[src/rtl/icetea_sram_pkg.sv]
// Shared definitions for the external 16-bit SRAM arbiter.
package icetea_sram_pkg;

  localparam int SRAM_AW           = 18;
  localparam int SRAM_DW           = 16;
  localparam int ACCESS_CYCLES_DEF = 2;

  typedef enum logic [1:0] {
    IDLE   = 2'd0,
    SETUP  = 2'd1,
    ACCESS = 2'd2,
    DONE   = 2'd3
  } state_t;

endpackage

[src/rtl/sram_wait_counter.sv]
// Counts the strobe-asserted cycles of one SRAM access.
module sram_wait_counter
  import icetea_sram_pkg::*;
#(
  parameter int ACCESS_CYCLES = ACCESS_CYCLES_DEF
) (
  input  logic clk,
  input  logic reset,
  input  logic load,
  input  logic en,
  output logic last
);

  logic [3:0] wait_cnt;

  // Load on SETUP exit, then count down to zero while the access runs.
  always_ff @(posedge clk) begin
    if (reset) begin
      wait_cnt <= 4'd0;
    end else if (load) begin
      wait_cnt <= 4'(ACCESS_CYCLES - 1);
    end else if (en && (wait_cnt != 4'd0)) begin
      wait_cnt <= wait_cnt - 4'd1;
    end
  end

  assign last = (wait_cnt == 4'd0);

endmodule

[src/rtl/sram_arbiter.sv]
// Two-port arbiter that owns every SRAM pin and sequences its strobes.
// All SRAM outputs are registered from the next state so they never glitch.
module sram_arbiter
  import icetea_sram_pkg::*;
#(
  parameter int ACCESS_CYCLES = ACCESS_CYCLES_DEF,
  parameter bit FAIR          = 1'b1
) (
  input  logic               clk,
  input  logic               reset,
  input  logic               a_req,
  input  logic               a_we,
  input  logic [SRAM_AW-1:0] a_addr,
  input  logic [SRAM_DW-1:0] a_wdata,
  output logic               a_ack,
  output logic [SRAM_DW-1:0] a_rdata,
  input  logic               b_req,
  input  logic               b_we,
  input  logic [SRAM_AW-1:0] b_addr,
  input  logic [SRAM_DW-1:0] b_wdata,
  output logic               b_ack,
  output logic [SRAM_DW-1:0] b_rdata,
  input  logic [SRAM_DW-1:0] sram_data_in,
  output logic [SRAM_DW-1:0] sram_data_out,
  output logic               sram_data_out_en,
  output logic [SRAM_AW-1:0] address_pins,
  output logic               RAMCS,
  output logic               RAMOE,
  output logic               RAMWE,
  output logic               busy,
  output logic               owner
);

  state_t             state, state_nx;
  logic               last;
  logic               grant, grant_b;
  logic               last_served;
  logic               we_l;
  logic [SRAM_AW-1:0] addr_l;
  logic [SRAM_DW-1:0] wdata_l;
  logic [SRAM_DW-1:0] rd_latch;
  logic               cur_we;
  logic [SRAM_AW-1:0] cur_addr;
  logic [SRAM_DW-1:0] cur_wdata;
  logic               cs_nx, oe_nx, we_nx, oen_nx;

  sram_wait_counter #(.ACCESS_CYCLES(ACCESS_CYCLES)) u_wait (
    .clk   (clk),
    .reset (reset),
    .load  (state == SETUP),
    .en    (state == ACCESS),
    .last  (last)
  );

  // Arbitration, next state and next values of the SRAM strobes.
  always_comb begin
    grant     = 1'b0;
    grant_b   = 1'b0;
    state_nx  = state;
    cur_we    = we_l;
    cur_addr  = addr_l;
    cur_wdata = wdata_l;
    cs_nx     = 1'b1;
    oe_nx     = 1'b1;
    we_nx     = 1'b1;
    oen_nx    = 1'b0;

    // B wins a tie only when fairness is on and A was served last.
    if (a_req && b_req) begin
      grant   = 1'b1;
      grant_b = FAIR && !last_served;
    end else if (a_req || b_req) begin
      grant   = 1'b1;
      grant_b = b_req;
    end

    // In IDLE the strobes must follow the port being granted this edge.
    if (state == IDLE) begin
      cur_we    = grant_b ? b_we    : a_we;
      cur_addr  = grant_b ? b_addr  : a_addr;
      cur_wdata = grant_b ? b_wdata : a_wdata;
    end

    case (state)
      IDLE:    if (grant) state_nx = SETUP;
      SETUP:   state_nx = ACCESS;
      ACCESS:  if (last) state_nx = DONE;
      default: state_nx = IDLE;
    endcase

    case (state_nx)
      SETUP: begin
        cs_nx  = 1'b0;
        oe_nx  = cur_we;
        oen_nx = cur_we;
      end
      ACCESS: begin
        cs_nx  = 1'b0;
        oe_nx  = cur_we;
        we_nx  = !cur_we;
        oen_nx = cur_we;
      end
      DONE: begin
        cs_nx  = 1'b0;
        oen_nx = cur_we;
      end
      default: ;
    endcase
  end

  // State register.
  always_ff @(posedge clk) begin
    if (reset) state <= IDLE;
    else       state <= state_nx;
  end

  // Registered SRAM pins; address and data hold their last value in IDLE.
  always_ff @(posedge clk) begin
    if (reset) begin
      RAMCS            <= 1'b1;
      RAMOE            <= 1'b1;
      RAMWE            <= 1'b1;
      sram_data_out_en <= 1'b0;
      address_pins     <= '0;
      sram_data_out    <= '0;
    end else begin
      RAMCS            <= cs_nx;
      RAMOE            <= oe_nx;
      RAMWE            <= we_nx;
      sram_data_out_en <= oen_nx;
      if (state_nx != IDLE) begin
        address_pins  <= cur_addr;
        sram_data_out <= cur_wdata;
      end
    end
  end

  // Grant bookkeeping; last_served starts at B so A wins the first tie.
  always_ff @(posedge clk) begin
    if (reset) begin
      owner       <= 1'b0;
      last_served <= 1'b1;
      we_l        <= 1'b0;
    end else begin
      if (state == IDLE && grant) begin
        owner <= grant_b;
        we_l  <= cur_we;
      end
      if (state == DONE) last_served <= owner;
    end
  end

  // Latched request copy and read capture on the final ACCESS cycle.
  always_ff @(posedge clk) begin
    if (state == IDLE && grant) begin
      addr_l  <= cur_addr;
      wdata_l <= cur_wdata;
    end
    if (state == ACCESS && last && !we_l) rd_latch <= sram_data_in;
  end

  // Completion pulse and per-port read data, updated as DONE retires.
  always_ff @(posedge clk) begin
    if (reset) begin
      a_ack   <= 1'b0;
      b_ack   <= 1'b0;
      a_rdata <= '0;
      b_rdata <= '0;
    end else begin
      a_ack <= (state == DONE) && !owner;
      b_ack <= (state == DONE) &&  owner;
      if (state == DONE && !we_l && !owner) a_rdata <= rd_latch;
      if (state == DONE && !we_l &&  owner) b_rdata <= rd_latch;
    end
  end

  assign busy = (state != IDLE);

endmodule

[config.mk]
export PLATFORM = sky130hd
export DESIGN_NAME = sram_arbiter
export DESIGN_NICKNAME = d
export VERILOG_FILES = /design/src/rtl/icetea_sram_pkg.sv /design/src/rtl/sram_wait_counter.sv /design/src/rtl/sram_arbiter.sv
export SDC_FILE = /design/constraint.sdc
export NUM_CORES = 1
export LEC_CHECK = 0
export CAP_MARGIN = 20
export CORE_ASPECT_RATIO = 1.2
export CORE_UTILIZATION = 30
export CTS_CLUSTER_DIAMETER = 50
export DETAILED_ROUTE_END_ITERATION = 10
export GPL_TIMING_DRIVEN = 0
export PLACE_DENSITY = 0.65
export SYNTH_ARGS = -nofsm -noshare
export SYNTH_HDL_FRONTEND = slang
export SYNTH_SLANG_ARGS = --single-unit
export TNS_END_PERCENT = 50
[constraint.sdc]
create_clock -name clk -period 6.3 [get_ports clk]
set_input_delay 1.89 -clock clk [delete_from_list [all_inputs] [get_ports clk]]
set_output_delay 1.89 -clock clk [all_outputs]
set_load 0.02 [all_outputs]
==> results of run 1 <==
[stage by stage]
stage	setup WS, ps	power (mW)
final	1658	3.771
after global routing	1396	4.005
after CTS	1603	3.816
after detailed placement	1167	2.744
after global placement	1184	2.713
after floorplan	2664	2.191
[worst max-delay path, stage by stage]
cell and delay (ps):
clkdlybuf4s50_1 770, clkbuf_1 400, o31ai_1 150, a21o_1 240
ha_1 200, clkbuf_1 240, or2_2 350, clkbuf_1 210
buf_2 250, o32ai_1 250
[cell usage in the layout, fill, tap and decap left out, types with 3 or more instances in the layout]
cell type,synthesis,routed
a211oi_1,4,4
a21oi_1,35,35
a221oi_1,5,5
a221oi_2,29,29
and2_1,34,34
buf_2,15,15
buf_6,5,6
bufinv_16,0,4
clkbuf_1,25,26
clkbuf_16,0,17
clkdlybuf4s50_1,0,162
clkinvlp_4,0,3
dfxtp_1,81,81
edfxtp_1,50,50
ha_1,8,8
inv_1,8,8
inv_6,0,4
nand2_1,103,103
nor2_1,74,74
nor3_1,3,3
o32ai_1,34,34
[report_power, final]
part	switching (mW)	total [mW]	internal, mW
clock	0.385	1.05	0.667
combinational	0.831	1.39	0.561
sequential	0.108	1.33	1.22
[registers in the layout (all words and copies together), names as in the netlist, 2 cells and up]
signal           count
wdata_l             16
address_pins        18
u_wait.wait_cnt      4
rd_latch            16
b_rdata             16
sram_data_out       16
a_rdata             16
state                2
addr_l              18
[worst max path at each step]
stage | from | slack (ps) | cells after the start | endpoint
after floorplan | b_req | 2660 | 9 | address_pins[10]
after global placement | b_req | 1180 | 10 | sram_data_out[15]
after detailed placement | b_req | 1170 | 10 | sram_data_out[14]
after CTS | b_req | 1600 | 10 | sram_data_out[14]
after global routing | b_req | 1400 | 10 | sram_data_out[14]
final | b_req | 1660 | 10 | sram_data_out[14]
[cells by family after synthesis]
group                      count (synthesis)
muxes                                      2
DFF                                      131
and+or+nand+nor                          230
adders and majority gates                  8
buffers and inverters                     53
AOI/OAI and AO/OA                        116
[area by class of cell]
class                           count  area, sq um
Clock inverter                     14        200.2
Inverter                            8        30.03
Fill cell                        1716        10040
Sequential cell                   131         3123
Clock buffer                       18        429.2
Tap cell                          224        280.3
Timing Repair Buffer              164         1653
Buffer                             45        225.2
Multi-Input combinational cell    356         2198
[layer usage]
metal / GRT usage (%) / vias to the layer above
met3: 5.157 / 11
li1: - / 2315
met5: 0 / -
met4: 6.446 / 0
met2: 26.99 / 154
met1: 20.12 / 2152
==> out/metrics.cfg, run 1 <==
[status]
outcome=complete, no violations

[min_path]
min_path_type=flip-flop to flip-flop
hold_depth=2
hp-start=b_rdata[5]
min_to=b_rdata[5]

[placed_design]
postPlaceCellArea_sq_mm=0.007510
hpwlAfterDp_um=10900
gp_congestion=0.7593
dp.cells=928
portBuffers=162

[global_route]
first_global_vias=4548
grt_pass1_wl_um=23760
grt_max_degree=33
antenna_found_initial=0
grt-ovfl-total=0
grt_util_all_layers_pct=16.45

[cells_and_area]
antennaDiodeCount=0
fin_util_pct=44.78
layout-drive-gt1-share_pct=12.09
nNetsFinal=821
final_cells=960
areaGrowthSynthToFinish_pct=46.11
design_area_sq_mm=0.008139

[timing]
skew_ps=9.282
worst_hold_slack_ps=450.4
fin_crit_sh_pct=73.68
slew_viol_final=0
max_freq_mhz=215.4
slew_headroom_pct=60.74
rsz0062_at_grt=no
finalSetupViolCount=0
hold_violations=0
fin_tns_setup_ps=0
tightest_slew_ps=589.0
period_minus_slack_ps=4642

[die]
core-area_sq_mm=0.01817
die_h_um=151.3
rows=54
die-width_um=126.4
die_area_sq_mm=0.01912
start_util_pct=30.65
ios=164

[synth]
synthArstFlopShare_pct=0
ys_types=36
synth_top_area_share_pct=29.11
synth.cell_area_sq_mm=0.005570
seq_area_frac_synth_pct=56.06
synth_compound_area_share_pct=18.89
ys.warnings.count=0
synth_common_cells=nand2_1 (103), dfxtp_1 (81), nor2_1 (74)
yosys_register_bits=131
synth.most_common_cell=nand2_1
avgSynthCellArea_sq_um=10.32
synth_area_leaders=dfxtp_1 (29%), edfxtp_1 (27%), a221oi_2 (7.8%), nand2_1 (6.9%), o32ai_1 (5.3%)
syn_nets=638
muxShareOfSynthArea_pct=0.3594
synth-edff-count=50
synth_top_family_by_area=compound AO/OA/AOI/OAI gates
synthFlopType=dfxtp_1
syn_inst=540
synthSimpleGateAreaFrac_pct=18.31
synth_area_leader_cell=dfxtp_1
synthXorXnorAreaFrac_pct=0
yosys.area_share.adder_pct=1.797

[routing]
wl_met3_um=919
wl_um=15190
dr_total_vias=4632
via_per_inst=4.825
drt_first_iter_violations=196
wl_met2_um=7122
routedWlPerCell_um=15.82
route.detailed.drc=0
top_layer=met4
dr.pass1.iters=5
ant_nets=0
m1WireLength_um=7039

[clock_tree]
clkSinkCount=131
cts-htree-levels=4
post_cts.repair.setup_buffers=0
cts_resized=0
clock_latency_ps=420
clk_pin_slew_ps=60
cts_tree=done
clk_path_buf_depth=2
ctsHoldBuffers=0
cts_buffers=17
cts_root_buf=clkbuf_16

[power_and_ir_drop]
power_density_mw_per_mm2=463.3
ir_drop_uv=254.5
p_leak_nw=2.831

[critical_path]
cp-end-kind=flip-flop
critPathRequiredTime_ps=6620
r2r_start=state[0]
startpoint_type=input pin
cp_max_fo=10
r2r-end=sram_data_out[14]
setup.worst_path.class=input pin to flip-flop
cp_data_arrival_time_ps=4970
rr_worst_depth=12
r2r_slack_ps=3090

[job]
maxCapViolCount=0

(Power assumes the default switching activity.)
==> run 2, diff against run 1 <==
Clock period 6.3 ns to 4.55 ns, I/O delays scaled along.
==> results of run 2 <==
Same layout as run 1 (identical final DEF). Status: complete, no violations.
Among the figures that moved: setup slack after placement 1167 ps -> -58.16 ps; setup slack after layout 1658 ps -> 433.3 ps; register-to-register setup slack 3090 ps -> 1340 ps; total power 3.771 mW -> 5.221 mW; worst IR drop on VDD 254.5 uV -> 352.4 uV
==> run 3, diff against run 2 <==
Settings changed: SLEW_MARGIN set to 20, SYNTH_HIERARCHICAL set to 1.
==> run 3 against run 2 <==
Compared with the run above:
- sequential share of layout area is 0.065 points higher
- total power increased by 2.5%
- largest power group unchanged
- synthesized cell count increased by 0.19%
- final area is 0.17% lower
- sequential power hardly changed
- largest cell class unchanged
- worst hold slack improved by 0.72 ps
- fmax is 1.9% higher
==> out/metrics.cfg, run 3 <==
[global_route]
met3_usage_pct=5.087  ; -0.071 points
met2_usage_pct=28.48  ; +1.5 points
first_global_vias=4650  ; +2.2%
grt-ovfl-total=0  ; unchanged
grt_max_degree=20  ; -39%
grt_pass1_wl_um=24180  ; +1.8%
grt_busiest_layer=met2
antenna_found_initial=0  ; unchanged
use_met1_pct=19.43  ; -0.69 points
grt_util_all_layers_pct=16.48  ; +0.032 points

[cells_and_area]
nNetsFinal=822  ; +0.12%
regArea_sq_mm=0.003123  ; unchanged
top_regs=addr_l x18, address_pins x18
layout_common_cells=clkdlybuf4s50_1 (163), nand2_1 (104), dfxtp_1 (81), nor2_1 (75), edfxtp_1 (50)
multi_input_area_sq_mm=0.002190  ; -0.40%
fill_cells=1741  ; +1.5%
areaGrowthSynthToFinish_pct=45.93
design_area_sq_mm=0.008125  ; -0.17%
fin_util_pct=44.71  ; -0.076 points
layout-drive-gt1-share_pct=12.21  ; +0.12 points
final_common_cell=clkdlybuf4s50_1
antennaDiodeCount=0  ; unchanged

[power_and_ir_drop]
ir_drop_uv=287.8
p_leak_nw=2.836  ; +0.17%
power_mw=5.354
power_density_mw_per_mm2=658.9

[job]
maxCapViolCount=0  ; unchanged

[placed_design]
portBuffers=163  ; +0.62%
hpwlAfterDp_um=11070  ; +1.6%
gp_congestion=0.7553  ; -0.53%
postPlaceCellArea_sq_mm=0.007511  ; about the same

[synth]
synth_top_area_share_pct=29.12  ; about the same
synth.most_common_cell=nand2_1
syn_inst=541  ; +0.19%
synth.cell_area_sq_mm=0.005568  ; about the same
ys.warnings.count=6  ; +6
seq_area_frac_synth_pct=56.09  ; about the same
synth_area_leader_cell=dfxtp_1
ys_types=39  ; +8.3%
synth_area_leaders=dfxtp_1 (29%), edfxtp_1 (27%), a221oi_2 (7.8%), nand2_1 (7.0%), o32ai_1 (5.3%)
synthArstFlopShare_pct=0  ; unchanged
synth_common_cells=nand2_1 (104), dfxtp_1 (81), nor2_1 (76)
syn_nets=639  ; +0.16%
avgSynthCellArea_sq_um=10.29  ; -0.23%
synthFlopType=dfxtp_1
yosys_register_bits=131  ; unchanged
synth-edff-count=50  ; unchanged

[timing]
period_minus_slack_ps=4040
worst_hold_slack_ps=451.2  ; +0.7220 ps
tightest_slew_ps=849.9  ; +260.9 ps
slew_headroom_pct=43.28  ; -17 points
fin_tns_setup_ps=0  ; unchanged
skew_ps=9.291  ; +0.008940 ps
finalSetupViolCount=0  ; unchanged
fin_crit_sh_pct=88.78
hold_violations=0  ; unchanged
slew_viol_final=0  ; unchanged
max_freq_mhz=247.5
rsz0062_at_grt=no

[clock_tree]
clk_pin_slew_ps=60  ; about the same
cts_tree=done
cts-htree-levels=4  ; unchanged
cts_resized=0  ; unchanged
cts_root_buf=clkbuf_16
cts_buffers=17  ; unchanged
clk_path_buf_depth=2  ; unchanged
post_cts.repair.setup_buffers=0  ; unchanged
clock_latency_ps=420  ; about the same
ctsHoldBuffers=0  ; unchanged
clkSinkCount=131  ; unchanged

[critical_path]
startpoint_type=input pin
crit_slowest_cell=clkdlybuf4s50_1
setup.worst_path.class=input pin to flip-flop
cp-end-kind=flip-flop
cp_data_arrival_time_ps=4350
r2r_start=state[0]
cp_cell_sequence=clkdlybuf4s50_1, clkbuf_1, o31ai_1, a21o_1, ha_1, buf_2, or2_2, buf_2, clkbuf_1, o32ai_1
worstSetupStartpoint=b_req
cp_slowest_stage_delay_ps=790  ; +20 ps
cp_max_fo=10  ; unchanged
critPathRequiredTime_ps=4860

[routing]
drt_first_iter_violations=175  ; -11%
routedWlPerCell_um=15.77  ; -0.34%
route.detailed.drc=0  ; unchanged
dr.pass1.iters=6  ; +1
dr_total_vias=4675  ; +0.93%
via_per_inst=4.865  ; +0.82%
wl_um=15150  ; -0.24%
ant_nets=0  ; unchanged

[die]
rows=54  ; unchanged
die_h_um=151.2  ; about the same
die_area_sq_mm=0.01911  ; about the same
ios=164  ; unchanged
core-area_sq_mm=0.01817  ; unchanged
start_util_pct=30.63  ; about the same
die-width_um=126.4  ; about the same

[status]
outcome=complete, no violations

[min_path]
min_path_type=flip-flop to flip-flop
hp-start=b_rdata[7]

[run 3: cell types whose count changed after synthesis, sizes merged, moves of 2 or more]
cell,before,now
nor3,3,1
nor4b,2,0
nor2,74,76
nor3b,4,2
[run 3: layout make-up]
cell class / instances / area share, %
Tap cell: 224 / 3.449
Clock buffer: 18 / 5.282
Multi-Input combinational cell: 356 / 26.95
Sequential cell: 131 / 38.44
Inverter: 10 / 0.4620
Timing Repair Buffer: 164 / 20.42
Clock inverter: 14 / 2.279
Buffer: 44 / 2.726
[run 3: metrics by stage]
stage                     instances  setup WS (ps)
after floorplan                 541           1443
after detailed placement        929          13.49
final                           961          510.3
after CTS                       961          465.1
after global routing            961          251.8
after global placement          928          43.55
[run 3: where the power goes]
group | switching (mW) | internal, mW
registers | 0.143 | 1.70
clock network | 0.515 | 0.914
logic | 1.26 | 0.821
total | 1.91 | 3.44
[run 3: worst max-delay path: cells and delay by family]
family,cells,cell delay (ps)
buf+inv,5,1770
simple gates,1,290
compound gates,3,710
fa+ha+maj,1,210
[run 3: per-layer routing]
layer	wire [um]	share of wire, %
met1	6734	44
met4	201	1.3
met3	892	5.9
met2	7325	48
met5	0	0
[run 3: worst paths after layout]
kind / slack, ps / cells after the start / to
worst max-delay path: 510 / 10 / sram_data_out[15]
worst min-delay path: 450 / 2 / b_rdata[7]
worst max register to register: 1460 / 12 / sram_data_out[15]
worst min register to register: 450 / 2 / b_rdata[7]
[run 3: logic make-up after synthesis]
family | Yosys count | synth area share (%)
compound gates | 117 | 19.08
fa+ha+maj | 8 | 1.798
buf+inv | 54 | 4.652
flops | 131 | 56.09
mux | 1 | 0.1798
simple gates | 230 | 18.20
